[src/rtl/serial_add_pkg.sv]
// Shared types and constants for the serial adder controller and its
// one-bit full-adder slice.
package serial_add_pkg;

   // Controller states: wait for a request, run the bit-serial add, hold the result.
   typedef enum logic [1:0] {
      IDLE  = 2'd0,
      SHIFT = 2'd1,
      DONE  = 2'd2
   } state_t;

   // Operand width used when the instantiating level does not override it.
   localparam int DEFAULT_WIDTH = 8;

   // Requester identifiers as they appear on res_id and in the priority pointer.
   localparam logic REQ0 = 1'b0;
   localparam logic REQ1 = 1'b1;

   // Majority of three bits: the carry-out of a full adder.
   function automatic logic maj(input logic x, input logic y, input logic z);
      return (x & y) | (x & z) | (y & z);
   endfunction

endpackage

[src/rtl/serial_add_ctrl_if.sv]
// Handshake bundle between the operand producers / result consumer and the
// serial adder controller. The master side drives requests and res_ready;
// the slave side (the controller) answers with ready, result and busy.
interface serial_add_ctrl_if #(
   parameter int WIDTH = serial_add_pkg::DEFAULT_WIDTH
);

   // Requester 0
   logic             req0_valid;
   logic [WIDTH-1:0] req0_a;
   logic [WIDTH-1:0] req0_b;
   logic             req0_ready;

   // Requester 1
   logic             req1_valid;
   logic [WIDTH-1:0] req1_a;
   logic [WIDTH-1:0] req1_b;
   logic             req1_ready;

   // Result channel: {carry_out, sum} tagged with the owning requester
   logic             res_valid;
   logic [WIDTH:0]   res_sum;
   logic             res_id;
   logic             res_ready;

   // Controller activity flag
   logic             busy;

   modport master (
      output req0_valid, req0_a, req0_b,
      input  req0_ready,
      output req1_valid, req1_a, req1_b,
      input  req1_ready,
      input  res_valid, res_sum, res_id,
      output res_ready,
      input  busy
   );

   modport slave (
      input  req0_valid, req0_a, req0_b,
      output req0_ready,
      input  req1_valid, req1_a, req1_b,
      output req1_ready,
      output res_valid, res_sum, res_id,
      input  res_ready,
      output busy
   );

endinterface

[src/rtl/serial_fa_slice.sv]
// One-bit full adder with its carry flop. The sum bit is combinational from
// the current operand bits and the stored carry; the carry advances only
// when en is high and is forced to zero by clear at the start of an add.
module serial_fa_slice
   import serial_add_pkg::*;
(
   input  logic clk,
   input  logic reset,
   input  logic clear,
   input  logic en,
   input  logic a,
   input  logic b,
   output logic s,
   output logic carry
);

   logic carry_reg;

   assign s     = a ^ b ^ carry_reg;
   assign carry = carry_reg;

   // Carry flop: clear wins over en so a fresh add always starts from zero.
   always_ff @(posedge clk or negedge reset) begin
      if (!reset) begin
         carry_reg <= 1'b0;
      end else if (clear) begin
         carry_reg <= 1'b0;
      end else if (en) begin
         carry_reg <= maj(a, b, carry_reg);
      end
   end

endmodule

[src/rtl/serial_add_ctrl.sv]
// Two-requester round-robin controller for a shared bit-serial adder.
// An accepted operand pair is added LSB-first over WIDTH cycles and the
// WIDTH+1-bit sum is presented, tagged with the requester, until the
// consumer takes it. Only one operation is in flight at a time.
module serial_add_ctrl
   import serial_add_pkg::*;
#(
   parameter int WIDTH = DEFAULT_WIDTH
)(
   input  logic              clk,
   input  logic              reset,
   serial_add_ctrl_if.slave  bus
);

   localparam int              CNT_W    = (WIDTH > 1) ? $clog2(WIDTH) : 1;
   localparam logic [CNT_W-1:0] CNT_LAST = CNT_W'(WIDTH - 1);

   state_t             state_reg;
   logic               ptr_reg;        // requester favoured when both are valid
   logic [CNT_W-1:0]   cnt_reg;        // index of the bit being added
   logic [WIDTH-1:0]   a_reg;
   logic [WIDTH-1:0]   b_reg;
   logic [WIDTH-1:0]   sum_reg;        // sum bits enter from the MSB side
   logic               res_valid_reg;
   logic               res_id_reg;
   logic               busy_reg;

   logic               grant0;
   logic               grant1;
   logic               accept;
   logic               shift_en;
   logic               last_bit;
   logic               fa_s;
   logic               fa_carry;

   // Arbiter: grants only in IDLE; the pointer breaks a tie between two valids.
   always_comb begin
      grant0 = 1'b0;
      grant1 = 1'b0;
      if (state_reg == IDLE) begin
         if (bus.req0_valid && bus.req1_valid) begin
            grant0 = (ptr_reg == REQ0);
            grant1 = (ptr_reg == REQ1);
         end else begin
            grant0 = bus.req0_valid;
            grant1 = bus.req1_valid;
         end
      end
   end

   assign accept   = grant0 | grant1;
   assign shift_en = (state_reg == SHIFT);
   assign last_bit = (cnt_reg == CNT_LAST);

   // The carry flop holds the final carry-out once SHIFT ends and keeps it
   // through DONE, so it doubles as the top bit of the result.
   serial_fa_slice u_fa (
      .clk   (clk),
      .reset (reset),
      .clear (accept),
      .en    (shift_en),
      .a     (a_reg[0]),
      .b     (b_reg[0]),
      .s     (fa_s),
      .carry (fa_carry)
   );

   assign bus.req0_ready = grant0;
   assign bus.req1_ready = grant1;
   assign bus.res_valid  = res_valid_reg;
   assign bus.res_sum    = {fa_carry, sum_reg};
   assign bus.res_id     = res_id_reg;
   assign bus.busy       = busy_reg;

   // Control FSM with operand, sum, counter and result registers.
   always_ff @(posedge clk or negedge reset) begin
      if (!reset) begin
         state_reg     <= IDLE;
         ptr_reg       <= REQ0;
         cnt_reg       <= '0;
         a_reg         <= '0;
         b_reg         <= '0;
         sum_reg       <= '0;
         res_valid_reg <= 1'b0;
         res_id_reg    <= REQ0;
         busy_reg      <= 1'b0;
      end else begin
         case (state_reg)
            IDLE: begin
               if (accept) begin
                  // Operands are sampled only here; later changes are ignored.
                  a_reg      <= grant1 ? bus.req1_a : bus.req0_a;
                  b_reg      <= grant1 ? bus.req1_b : bus.req0_b;
                  res_id_reg <= grant1 ? REQ1 : REQ0;
                  ptr_reg    <= grant1 ? REQ0 : REQ1;
                  cnt_reg    <= '0;
                  busy_reg   <= 1'b1;
                  state_reg  <= SHIFT;
               end
            end

            SHIFT: begin
               a_reg   <= {1'b0, a_reg[WIDTH-1:1]};
               b_reg   <= {1'b0, b_reg[WIDTH-1:1]};
               sum_reg <= {fa_s, sum_reg[WIDTH-1:1]};
               cnt_reg <= cnt_reg + 1'b1;
               if (last_bit) begin
                  res_valid_reg <= 1'b1;
                  state_reg     <= DONE;
               end
            end

            DONE: begin
               // Result is frozen here until the consumer takes it.
               if (res_valid_reg && bus.res_ready) begin
                  res_valid_reg <= 1'b0;
                  busy_reg      <= 1'b0;
                  state_reg     <= IDLE;
               end
            end

            default: begin
               state_reg <= IDLE;
            end
         endcase
      end
   end

endmodule

[src/flat_wrapper.sv]
// flat-port wrapper written by rule: the top's interface ports become plain ports
module serial_add_ctrl_flat import serial_add_pkg::*;
#(
   parameter int WIDTH = DEFAULT_WIDTH
)
  (clk, reset, bus_req0_valid, bus_req0_a, bus_req0_b, bus_req0_ready, bus_req1_valid, bus_req1_a, bus_req1_b, bus_req1_ready, bus_res_valid, bus_res_sum, bus_res_id, bus_res_ready, bus_busy);
  serial_add_ctrl_if #(.WIDTH(WIDTH)) bus_i ();
  input  logic clk;
  input  logic reset;
  input wire logic [$bits(bus_i.req0_valid)-1:0] bus_req0_valid;
  input wire logic [$bits(bus_i.req0_a)-1:0] bus_req0_a;
  input wire logic [$bits(bus_i.req0_b)-1:0] bus_req0_b;
  output wire logic [$bits(bus_i.req0_ready)-1:0] bus_req0_ready;
  input wire logic [$bits(bus_i.req1_valid)-1:0] bus_req1_valid;
  input wire logic [$bits(bus_i.req1_a)-1:0] bus_req1_a;
  input wire logic [$bits(bus_i.req1_b)-1:0] bus_req1_b;
  output wire logic [$bits(bus_i.req1_ready)-1:0] bus_req1_ready;
  output wire logic [$bits(bus_i.res_valid)-1:0] bus_res_valid;
  output wire logic [$bits(bus_i.res_sum)-1:0] bus_res_sum;
  output wire logic [$bits(bus_i.res_id)-1:0] bus_res_id;
  input wire logic [$bits(bus_i.res_ready)-1:0] bus_res_ready;
  output wire logic [$bits(bus_i.busy)-1:0] bus_busy;
  assign bus_i.req0_valid = bus_req0_valid;
  assign bus_i.req0_a = bus_req0_a;
  assign bus_i.req0_b = bus_req0_b;
  assign bus_req0_ready = bus_i.req0_ready;
  assign bus_i.req1_valid = bus_req1_valid;
  assign bus_i.req1_a = bus_req1_a;
  assign bus_i.req1_b = bus_req1_b;
  assign bus_req1_ready = bus_i.req1_ready;
  assign bus_res_valid = bus_i.res_valid;
  assign bus_res_sum = bus_i.res_sum;
  assign bus_res_id = bus_i.res_id;
  assign bus_i.res_ready = bus_res_ready;
  assign bus_busy = bus_i.busy;
  serial_add_ctrl #(.WIDTH(WIDTH)) u_core (.clk(clk), .reset(reset), .bus(bus_i));
endmodule
[config.mk]
export PLATFORM = sky130hd
export DESIGN_NAME = serial_add_ctrl_flat
export DESIGN_NICKNAME = d
export VERILOG_FILES = /design/src/rtl/serial_add_pkg.sv /design/src/rtl/serial_add_ctrl_if.sv /design/src/rtl/serial_fa_slice.sv /design/src/rtl/serial_add_ctrl.sv /design/src/flat_wrapper.sv
export SDC_FILE = /design/constraint.sdc
export NUM_CORES = 1
export LEC_CHECK = 0
export ABC_AREA = 1
export CAP_MARGIN = 15
export CORE_MARGIN = 10
export CORE_UTILIZATION = 30
export DETAILED_ROUTE_END_ITERATION = 6
export SKIP_CTS_REPAIR_TIMING = 1
export SLEW_MARGIN = 15
export SYNTH_ARGS = -nofsm -noshare
export SYNTH_HDL_FRONTEND = slang
export SYNTH_SLANG_ARGS = --single-unit
[constraint.sdc]
create_clock -name clk -period 3.45 [get_ports clk]
set_input_delay 0.5175 -clock clk [delete_from_list [all_inputs] [get_ports clk]]
set_output_delay 0.5175 -clock clk [all_outputs]
set_load 0.005 [all_outputs]
==> impl_metrics.toml, run 1 <==
[logic_synthesis]
synth-seq-cells = 34
synth_cell_types = 19
synth_area_sq_um = 1923
synth_fp_nets = 309
synth_area_per_cell_sq_um = 7.149
syn_inst = 269
synth_seq_area_share_pct = 44.24
ys_warn_count = 0

[routing]
drt-wirelength-per-cell_um = 11.55
met3_length_um = 415
drt-initial-drc-count = 64
drcViolationCount = 0
dr.max_layer_used = "met4"
wl_met1_um = 2296
met2_length_um = 1797
num_vias = 1671
first_pass_iters = 4
ant_nets = 0
vias_per_cell = 4.230
drt-total-wl_um = 4563

[grt]
grt_pass1_vias = 1714
antenna_found_initial = 0
grt_start_max_net_pins = 35
grt.total_usage_pct = 9.564
grt_overflow = 0
grt_pass1_wl_um = 7948

[worst_setup_path]
critPathSlowestCell = "clkdlybuf4s50_1"
r2r_start = "u_core.state_reg[0]"
path_class = "input pin to output port"
cp-start-kind = "input pin"
reg2reg_to = "u_core.a_reg[1]"
worstPathArrival_ns = 2.28
reg2reg_slack_ns = 1.72
path_max_fanout = 18
crit_path_max_incr_delay_ns = 0.52
reg2reg_depth = 5
setup.worst_path.end_class = "output port"
cp_data_required_time_ns = 2.93
path_cells = "clkdlybuf4s50_1 -> nand2_1 -> buf_4 -> nand3_2 -> inv_1 -> clkdlybuf4s50_1"
path_common_cell = "clkdlybuf4s50_1"

[sta]
finalSetupTns_ns = 0
final-hold-violation-count = 0
setup_viol_count_final = 0
fin_skew_ns = 0.005406
drv_slew = 0
post-route-min-period_ns = 2.796
worst_slew_pin_slew_ns = 0.6988
max_freq_mhz = 357.7
rsz0062_at_grt = "no"
timing.final.crit_share_pct = 81.03
slew_headroom_pct = 53.36

[die]
ioPinCount = 51
dieWidth_um = 100.1
core_sq_um = 6277
die-area_sq_um = 10010
start_util_pct = 30.64
placementRows = 29
die_y_um = 100.1

[cts]
clock_latency_ns = 0.29
htreeDepth = 2
cts_tree = "done"
clk_pin_slew_ns = 0.07
clock-sinks = 34
cts_made_buffers = 5
root_buffer = "clkbuf_8"
clk_path_buf_depth = 2

[finish]
drive_above_1_share_pct = 5.031
nets = 357
antenna_cells = 0
area_delta_synth_final_pct = 32.79
multi_input_area_sq_um = 748.2
regArea_sq_um = 850.8
fillCellCount = 654

[power_and_ir_drop]
power_leakage_nw = 1.373
vdd_drop_max_v = 0.0004441
power_density_nw_per_um2 = 753.1
power_mw = 1.923

[worst_hold_path]
hp-start = "u_core.bus.busy"
worstHoldEndpoint = "u_core.bus.busy"
whs_path_depth = 2
hp-class = "flip-flop to flip-flop"

[placed_design]
numPortBuffers = 50
hpwl_um = 3294
gp_congestion = 0.7492

[job]
maxCapViolCount = 0

[outcome]
run_status = "complete, no violations"
## report_power, final
group	internal [mW]	total [mW]	switching, mW
Combinational	0.387	0.923	0.536
Clock	0.161	0.307	0.146
Sequential	0.588	0.693	0.104
Total	1.14	1.92	0.786
## critical path: cells and delay by family
kind | cells | cell delay [ns]
buffers and inverters | 4 | 1.35
and+or+nand+nor | 2 | 0.40
## metal layers
layer	vias up	global-route usage [%]
li1	911	-
met1	708	12.52
met2	47	13.39
met3	5	4.808
met4	0	2.935
met5	-	0
## cell usage after synthesis, drive strengths merged
| cell | n | share of area (%) |
|---|---|---|
| a21oi | 3 | 0.78 |
| buf | 13 | 4.7 |
| clkbuf | 1 | 0.19 |
| clkinv | 1 | 0.19 |
| dfrtp | 34 | 44 |
| fa | 1 | 1.0 |
| ha | 2 | 1.3 |
| inv | 60 | 12 |
| nand2 | 88 | 17 |
| nand3 | 32 | 8.6 |
| nand4 | 16 | 5.2 |
| nor2 | 7 | 1.8 |
| o21ai | 11 | 3.1 |
## final cells by class
type / count / area share (%)
Clock inverter: 1 / 0.1960
Tap cell: 77 / 3.773
Timing Repair Buffer: 55 / 21.07
Clock buffer: 7 / 3.381
Multi-Input combinational cell: 160 / 29.30
Inverter: 61 / 8.966
Sequential cell: 34 / 33.32
## cell usage in the layout, fill, tap and decap left out
cell type / netlist / routed
nand2_1: 88 / 88
inv_1: 59 / 59
clkdlybuf4s50_1: 0 / 50
dfrtp_1: 34 / 34
nand3_1: 31 / 31
nand4_1: 16 / 16
o21ai_0: 10 / 10
nor2_1: 6 / 6
clkbuf_8: 0 / 6
buf_4: 3 / 5
a21oi_1: 3 / 3
ha_1: 2 / 2
nor2_4: 1 / 1
nand3_2: 1 / 1
o21ai_2: 1 / 1
inv_2: 1 / 1
clkinv_1: 1 / 1
fa_1: 1 / 1
clkinv_2: 0 / 1
clkbuf_1: 1 / 1
## kinds of logic (layout without fill, tap and decap cells)
group / Yosys count / after routing / share of synthesized area [%]
flip-flops: 34 / 34 / 44.24
AO/OA/AOI/OAI: 14 / 14 / 3.839
adder cells (fa/ha/maj): 3 / 3 / 2.342
AND/OR/NAND/NOR: 143 / 143 / 32.73
buffers and inverters: 75 / 124 / 16.85
## worst max path at each step
stage / start / end / slack, ns / cells past startpoint
after floorplan: bus_req1_valid / bus_req1_ready / 1.84 / 4
after global placement: bus_req0_valid / bus_req1_ready / 0.67 / 6
after detailed placement: bus_req0_valid / bus_req1_ready / 0.67 / 6
after CTS: bus_req0_valid / bus_req1_ready / 0.66 / 6
after global routing: bus_req0_valid / bus_req1_ready / 0.45 / 6
final: bus_req0_valid / bus_req1_ready / 0.65 / 6
## metrics by stage
stage | utilization (%) | instance area, sq um | hold slack, ns | cells | setup WS (ns)
after global routing | 40.68 | 2554 | 0.5069 | 395 | 0.4497
after CTS | 40.68 | 2554 | 0.4768 | 395 | 0.6571
after floorplan | - | 1923 | 0.2219 | 269 | 1.835
after global placement | 39.23 | 2462 | 0.4615 | 387 | 0.6709
after detailed placement | 39.23 | 2462 | 0.4599 | 387 | 0.6730
final | 40.68 | 2554 | 0.4710 | 395 | 0.6545
Power figures use the tool's default switching activity.
==> run 2, diff against run 1 <==
Clock period 3.45 ns to 2.41 ns, I/O delays scaled along.
==> run 2 against run 1 <==
Compared with the run above: clock power up 26%; sequential power up 43%; clock skew down 0.0027 ns; global-route usage down 0.18 points; core utilization up 0.12 points; wire length up 0.44%; setup slack worse by 0.34 ns; largest cell class unchanged; largest power group unchanged; highest routed layer unchanged.
==> impl_metrics.toml, run 2 (same netlist as run 1, synthesis figures left out) <==
[outcome]
run_status = "complete, no violations"

[worst_hold_path]
hp-class = "flip-flop to flip-flop"
hp-start = "u_core.cnt_reg[1]"

[worst_setup_path]
crit_start = "bus_req1_valid"
path_class = "input pin to output port"
worstPathArrival_ns = 1.73
reg2reg_to = "u_core.b_reg[1]"
reg2reg_depth = 6
r2r_start = "u_core.state_reg[0]"
setup.worst_path.end_class = "output port"
path_max_fanout = 9
reg2reg_slack_ns = 0.90
cp-endpoint = "bus_req1_ready"
cp_data_required_time_ns = 2.05
cp-start-kind = "input pin"

[placed_design]
gp_congestion = 0.7573
pre_cts_slack_ns = 0.3114
hpwl_um = 3442
placed_area_sq_um = 2485
numPortBuffers = 50

[sta]
fin_ws_ns = 0.3171
drv_slew = 0
max_freq_mhz = 477.8
final-hold-violation-count = 0
slew_headroom_pct = 54.04
timing.final.crit_share_pct = 86.84
rsz0062_at_grt = "no"
finalSetupTns_ns = 0
post-route-min-period_ns = 2.093
worst_slew_pin_slew_ns = 0.6886
setup_viol_count_final = 0
fin_skew_ns = 0.002676

[die]
die-area_sq_um = 10010
placementRows = 29
core_sq_um = 6277
die_y_um = 100.1
start_util_pct = 30.64
ioPinCount = 51
dieWidth_um = 100.1

[power_and_ir_drop]
vdd_drop_max_v = 0.0004372
power_mw = 2.727
power_density_nw_per_um2 = 1065
power_leakage_nw = 1.377

[finish]
fillCellCount = 664
layout_commonest_cell = "nand2_1"
area_delta_synth_final_pct = 33.18
nets = 360
drive_above_1_share_pct = 5.313
final_cell_mix = "nand2_1, inv_1, clkdlybuf4s50_1"
fin_area_sq_um = 2561
antenna_cells = 0

[routing]
drt-total-wl_um = 4583
ant_nets = 0
vias_per_cell = 4.353
drcViolationCount = 0
num_vias = 1728
drt-wirelength-per-cell_um = 11.54
drt-initial-drc-count = 91
first_pass_iters = 4

[job]
maxCapViolCount = 0

[cts]
root_buffer = "clkbuf_8"
cts_made_buffers = 5
clock-sinks = 34
htreeDepth = 2
clk_path_buf_depth = 2
clock_latency_ns = 0.28
clk_pin_slew_ns = 0.06
cts_tree = "done"

[grt]
grtUsageMet3_pct = 4.876
grt.total_usage_pct = 9.383
grt_pass1_wl_um = 7872
use_met2_pct = 13.79
grt_pass1_vias = 1754
busiest_layer = "met2"
met1_usage_pct = 11.50
antenna_found_initial = 0
grt_overflow = 0
grt_start_max_net_pins = 35
run 2: cell count changes in the layout (fill, tap and decap cells not counted), sizes merged:
cell,before,now
buf,5,8
clkinv,2,1
run 2: final cells by class:
type	count	area (sq um)	area share, %
Clock buffer	7	76.32	2.980
Inverter	61	229.0	8.940
Multi-Input combinational cell	160	748.2	29.21
Sequential cell	34	850.8	33.22
Tap cell	77	96.34	3.762
Timing Repair Buffer	58	560.5	21.89
run 2: critical path, cell delays in order:
cell             delay, ns
clkdlybuf4s50_1       0.66
nand3_2               0.12
inv_1                 0.08
clkdlybuf4s50_1       0.51
run 2: worst min path at each step:
| stage | slack (ns) | endpoint | depth (start not counted) |
|---|---|---|---|
| 3_3_place_gp | 0.46 | u_core.cnt_reg[2] | 2 |
| 3_5_place_dp | 0.47 | u_core.cnt_reg[1] | 2 |
| 4_1_cts | 0.48 | u_core.cnt_reg[1] | 2 |
| 2_1_floorplan | 0.07 | u_core.a_reg[0] | 0 |
| 6_report | 0.48 | u_core.cnt_reg[1] | 2 |
| 5_1_grt | 0.50 | u_core.cnt_reg[1] | 2 |
run 2: through the flow:
stage | hold WS (ns) | utilization [%] | instances
after floorplan | 0.06591 | - | 269
after global placement | 0.4637 | 39.59 | 390
after detailed placement | 0.4683 | 39.59 | 390
after CTS | 0.4834 | 40.80 | 397
final | 0.4773 | 40.80 | 397
after global routing | 0.5019 | 40.80 | 397
run 2: metal layers:
metal	routed length (um)	vias to the layer above
li1	-	924
met1	2243	754
met2	1842	45
met3	443	5
met4	53	0
met5	0	-
run 2: power breakdown:
part	leakage (nW)	switching [mW]	internal (mW)
registers	0.415	0.150	0.843
clock network	0.0383	0.187	0.199
logic	0.923	0.770	0.578
==> run 3, diff against run 2 <==
Settings changed: SKIP_CTS_REPAIR_TIMING 1 to not set.
==> results of run 3 <==
Same layout as run 2: the final DEF is identical, and so are final timing and power.
==> variant 1, RTL diff (settings of run 1) <==
`DEFAULT_WIDTH`: 8 -> 4.
--- a/src/rtl/serial_add_pkg.sv
+++ b/src/rtl/serial_add_pkg.sv
@@ -11,5 +11,5 @@
 
    // Operand width used when the instantiating level does not override it.
-   localparam int DEFAULT_WIDTH = 8;
+   localparam int DEFAULT_WIDTH = 4;
 
    // Requester identifiers as they appear on res_id and in the priority pointer.
Ports: changed (5 resized); port bits go from 51 to 31. No check against the original RTL was run, so the function may have changed too.
==> variant 1 against run 1 <==
- first-iteration DRC count is 47% lower
- total power is 38% lower
- synthesized area is 40% lower
- critical path type unchanged
- routed wire length is 47% lower
- sequential power is 38% lower
- critical path depth is 2 lower
- design area is 41% lower
- sequential share of layout area is 1.3 points higher
- worst setup slack better by 0.26 ns
- sequential cell count is 13 lower
==> variant 1: results (changes against run 1) <==
metric;value;unit;change
status;complete, no violations;;
n_antenna_cell;0;;unchanged
cts_root_buf;clkbuf_8;;
dp_hpwl;1945;um;-41%
ctsHtreeMaxLevel;1;;-1
first_iter_violations;34;;-47%
clock_latency;0.25;ns;-0.04 ns
via_per_inst;4.249;;+0.44%
path_max_fanout;11;;-7
worst_pin_slew;0.9153;ns;+0.2166 ns
syn_nets;176;;-43%
cts_buffers;3;;-2
first_pass_iters;4;;unchanged
ys_seq_area_share;45.26;%;+1.0 points
n_fill_cell;413;;-37%
wl_per_cell;10.50;um;-9.1%
ir_worst_vdd;0.0003124;V;-30%
place_ws;0.9008;ns;+0.2277 ns
netlist_top_cells_count;nand2_1, inv_1, dfrtp_1, nand3_1, nand4_1;;
fin_skew;0.001683;ns;-0.003723 ns
ys_warn_count;0;;unchanged
yosys-top-cells-area;dfrtp_1, nand2_1, inv_1, nand3_1, nand4_1;;
clkTransAtPathRegs;0.07;ns;about the same
hold_class;register to register;;
synthArstFlopShare;100.0;%;unchanged
antenna_found_initial;0;;unchanged
grt_pass1_vias;953;;-44%
nets;205;;-43%
grtUsageTotal;7.675;%;-1.9 points
grt_max_degree;22;;-37%
final_layout_size_suffix_gt1_share;5.525;%;+0.49 points
ys_types;23;;+4
io_buffers;30;;-40%
globalplace.congestion;0.8836;;+18%
cts_buffer_depth;2;;unchanged
grt_pass1_wl;4126;um;-48%
p_leak;0.0008077;uW;-41%
ys.flop_type;dfrtp_1;;
-- variant 1: cell type report --
class | count | share of cell area, %
inverters | 37 | 9.158
repair buffers | 30 | 19.80
well taps | 48 | 3.960
multi-input cells | 89 | 29.46
clock buffers | 4 | 2.970
flip-flops and latches | 21 | 34.65
-- variant 1: final timing paths --
path                                     start                  end  slack, ns  cells past startpoint
max in group asynchronous                reset      u_core.a_reg[1]       2.12                      1
min in group asynchronous                reset  u_core.state_reg[1]       0.78                      1
min                          u_core.sum_reg[0]    u_core.sum_reg[0]       0.47                      2
min reg2reg                  u_core.sum_reg[0]    u_core.sum_reg[0]       0.47                      2
max reg2reg                u_core.state_reg[1]      u_core.a_reg[0]       1.76                      5
max                             bus_req1_valid       bus_req1_ready       0.91                      4
-- variant 1: metal layers --
layer  global-route usage (%)  vias up  part of all wire [%]
met4                    4.082        0                   1.6
met2                    11.90       34                    41
li1                         -      520                     -
met3                    2.592        4                   9.3
met1                    9.189      415                    48
met5                        0        -                     0
-- variant 1: worst max-delay path, stage by stage --
cell and delay (ns):
clkdlybuf4s50_1 0.70, nand3_4 0.18, inv_1 0.11, clkdlybuf4s50_1 0.51
-- variant 1: cells by family after synthesis --
kind of cell    Yosys count  synth area share, %
simple gates             75                29.85
buf+inv                  43                16.27
flops                    21                45.26
compound gates           12                5.819
fa+ha+maj                 2                2.802
-- variant 1: metrics by stage --
| stage | cells | power [uW] | hold slack (ns) | util, % | area [um^2] |
|---|---|---|---|---|---|
| after floorplan | 153 | 878.7 | 0.2219 | - | 1161 |
| after global placement | 225 | 1036 | 0.4559 | 39.89 | 1471 |
| after detailed placement | 225 | 1046 | 0.4600 | 39.89 | 1471 |
| after CTS | 229 | 1207 | 0.4781 | 41.11 | 1516 |
| after global routing | 229 | 1313 | 0.4974 | 41.11 | 1516 |
| final | 229 | 1184 | 0.4727 | 41.11 | 1516 |
-- variant 1: power by group --
part           internal (uW)  total, uW  switching, uW
Sequential               366        431           64.4
Clock                   82.1        156           73.9
Combinational            249        598            349
==> variant 2, RTL diff (flow settings as in run 1) <==
Without the edit above. Make the reset (`reset`) synchronous in 2 clocked blocks.
--- a/src/rtl/serial_fa_slice.sv
+++ b/src/rtl/serial_fa_slice.sv
@@ -21,5 +21,5 @@
 
    // Carry flop: clear wins over en so a fresh add always starts from zero.
-   always_ff @(posedge clk or negedge reset) begin
+   always_ff @(posedge clk) begin
       if (!reset) begin
          carry_reg <= 1'b0;
--- a/src/rtl/serial_add_ctrl.sv
+++ b/src/rtl/serial_add_ctrl.sv
@@ -74,5 +74,5 @@
 
    // Control FSM with operand, sum, counter and result registers.
-   always_ff @(posedge clk or negedge reset) begin
+   always_ff @(posedge clk) begin
       if (!reset) begin
          state_reg     <= IDLE;
Formal check against the unedited RTL: differs if reset is asserted again (counterexample within 4 cycles, from zero or initial values and one cycle with reset low); with reset held inactive, the same outputs for 10 cycles.
==> variant 2 against run 1 <==
- synthesized area is 5.3% lower
- non-clock buffer count is 3 lower
- design area is 4.0% lower
- global-route usage is 0.18 points lower
- sequential cell count stayed put
- routed wire length is 3.4% lower
- worst setup slack worse by 0.023 ns
- largest cell class is now multi-input gates
Power is not compared: it rests on default switching activity, and its combinational part moved more than twofold at a synthesized area within 25%.
==> variant 2: results (changes against run 1) <==
metric;value;unit;change
status;complete, no violations;;
grtUsageTotal;9.387;%;-0.18 points
rrSetupSlack;1.66;ns;-0.06 ns
first_iter_violations;65;;+1.6%
yosys-top-cells-area;dfxtp_1, nand2_1, nor2_1, inv_1, o21ai_0;;
met3_usage;4.440;%;-0.37 points
syn_nets;304;;-1.6%
via_count;1671;;unchanged
ir_worst_vdd;0.0002046;V;
reg2reg_to;u_core.cnt_reg[0];;
final_layout_size_suffix_gt1_share;6.472;%;+1.4 points
dr_wl_met3;356;um;-14%
nets;348;;-2.5%
relSlewSlack;42.63;%;-11 points
use_met1;12.16;%;-0.36 points
cts_buffer_depth;2;;unchanged
dp_hpwl;3366;um;+2.2%
wl_per_cell;11.48;um;-0.58%
final_cells;384;;-2.8%
n_antenna_cell;0;;unchanged
fin_skew;0.003365;ns;-0.002041 ns
regToRegStartpoint;u_core.state_reg[1];;
wl_met2;1804;um;+0.39%
wl_met1;2213;um;-3.6%
ys_seq_area_share;37.39;%;-6.9 points
critPathSlowestCell;clkdlybuf4s50_1;;
ys_types;26;;+7
globalplace.congestion;0.7872;;+5.1%
grt_max_degree;30;;-14%
synthArstFlopShare;0;%;-100 points
grt_pass1_wl;7631;um;-4.0%
place_ws;0.6384;ns;-0.03466 ns
clkTransAtPathRegs;0.07;ns;about the same
arrival;2.30;ns;+0.02 ns
area_growth;34.71;%;
yosys.area.top_type;dfxtp_1;;
netlist_top_cells_count;nand2_1, nor2_1, inv_1, dfxtp_1, o21ai_0;;
postPlaceCellArea;0.002310;mm^2;-6.2%
n_fill_cell;611;;-6.6%
syn_area_per_cell;6.896;um^2;-3.5%
met2_usage;13.30;%;-0.090 points
grt_pass1_vias;1621;;-5.4%
synth_top_area_share;37.39;%;-6.9 points
## variant 2: worst min path at each step
stage,start,to,slack [ns],cells past startpoint
after floorplan,u_core.cnt_reg[0],u_core.cnt_reg[0],0.43,1
after CTS,u_core.bus.res_id,u_core.bus.res_id,0.47,2
final,u_core.bus.res_id,u_core.bus.res_id,0.47,2
after detailed placement,u_core.bus.res_id,u_core.bus.res_id,0.46,2
after global routing,u_core.bus.busy,u_core.bus.busy,0.49,2
after global placement,u_core.cnt_reg[0],u_core.cnt_reg[0],0.45,1
## variant 2: logic make-up (layout without fill, tap and decap cells)
logic type / count (synthesis) / count (layout) / synth area share, %
AO/OA/AOI/OAI: 52 / 52 / 15.46
adder cells (fa/ha/maj): 3 / 3 / 2.474
buffers and inverters: 58 / 103 / 15.60
flip-flops: 34 / 34 / 37.39
AND/OR/NAND/NOR: 117 / 117 / 29.07
## variant 2: worst reg2reg max path: cells and delay by family, from the launching register on
kind	cells	cell delay [ns]
AOI/OAI and AO/OA	2	0.27
buffers and inverters	2	0.33
and+or+nand+nor	1	0.63
DFF	1	0.45
## variant 2: layout make-up
| type | instances | area share (%) |
|---|---|---|
| Sequential cell | 34 | 27.76 |
| Timing Repair Buffer | 52 | 21.02 |
| Clock inverter | 2 | 2.449 |
| Multi-Input combinational cell | 172 | 34.90 |
| Clock buffer | 6 | 3.367 |
| Tap cell | 75 | 3.827 |
| Inverter | 43 | 6.684 |
## variant 2: power groups by stage
stage / Combinational (uW) / Sequential, uW / Clock, uW
after detailed placement: 233 / 459 / 0
after floorplan: 153 / 457 / 0
after CTS: 234 / 451 / 466
after global placement: 232 / 459 / 0
after global routing: 266 / 456 / 489
final: 232 / 450 / 453
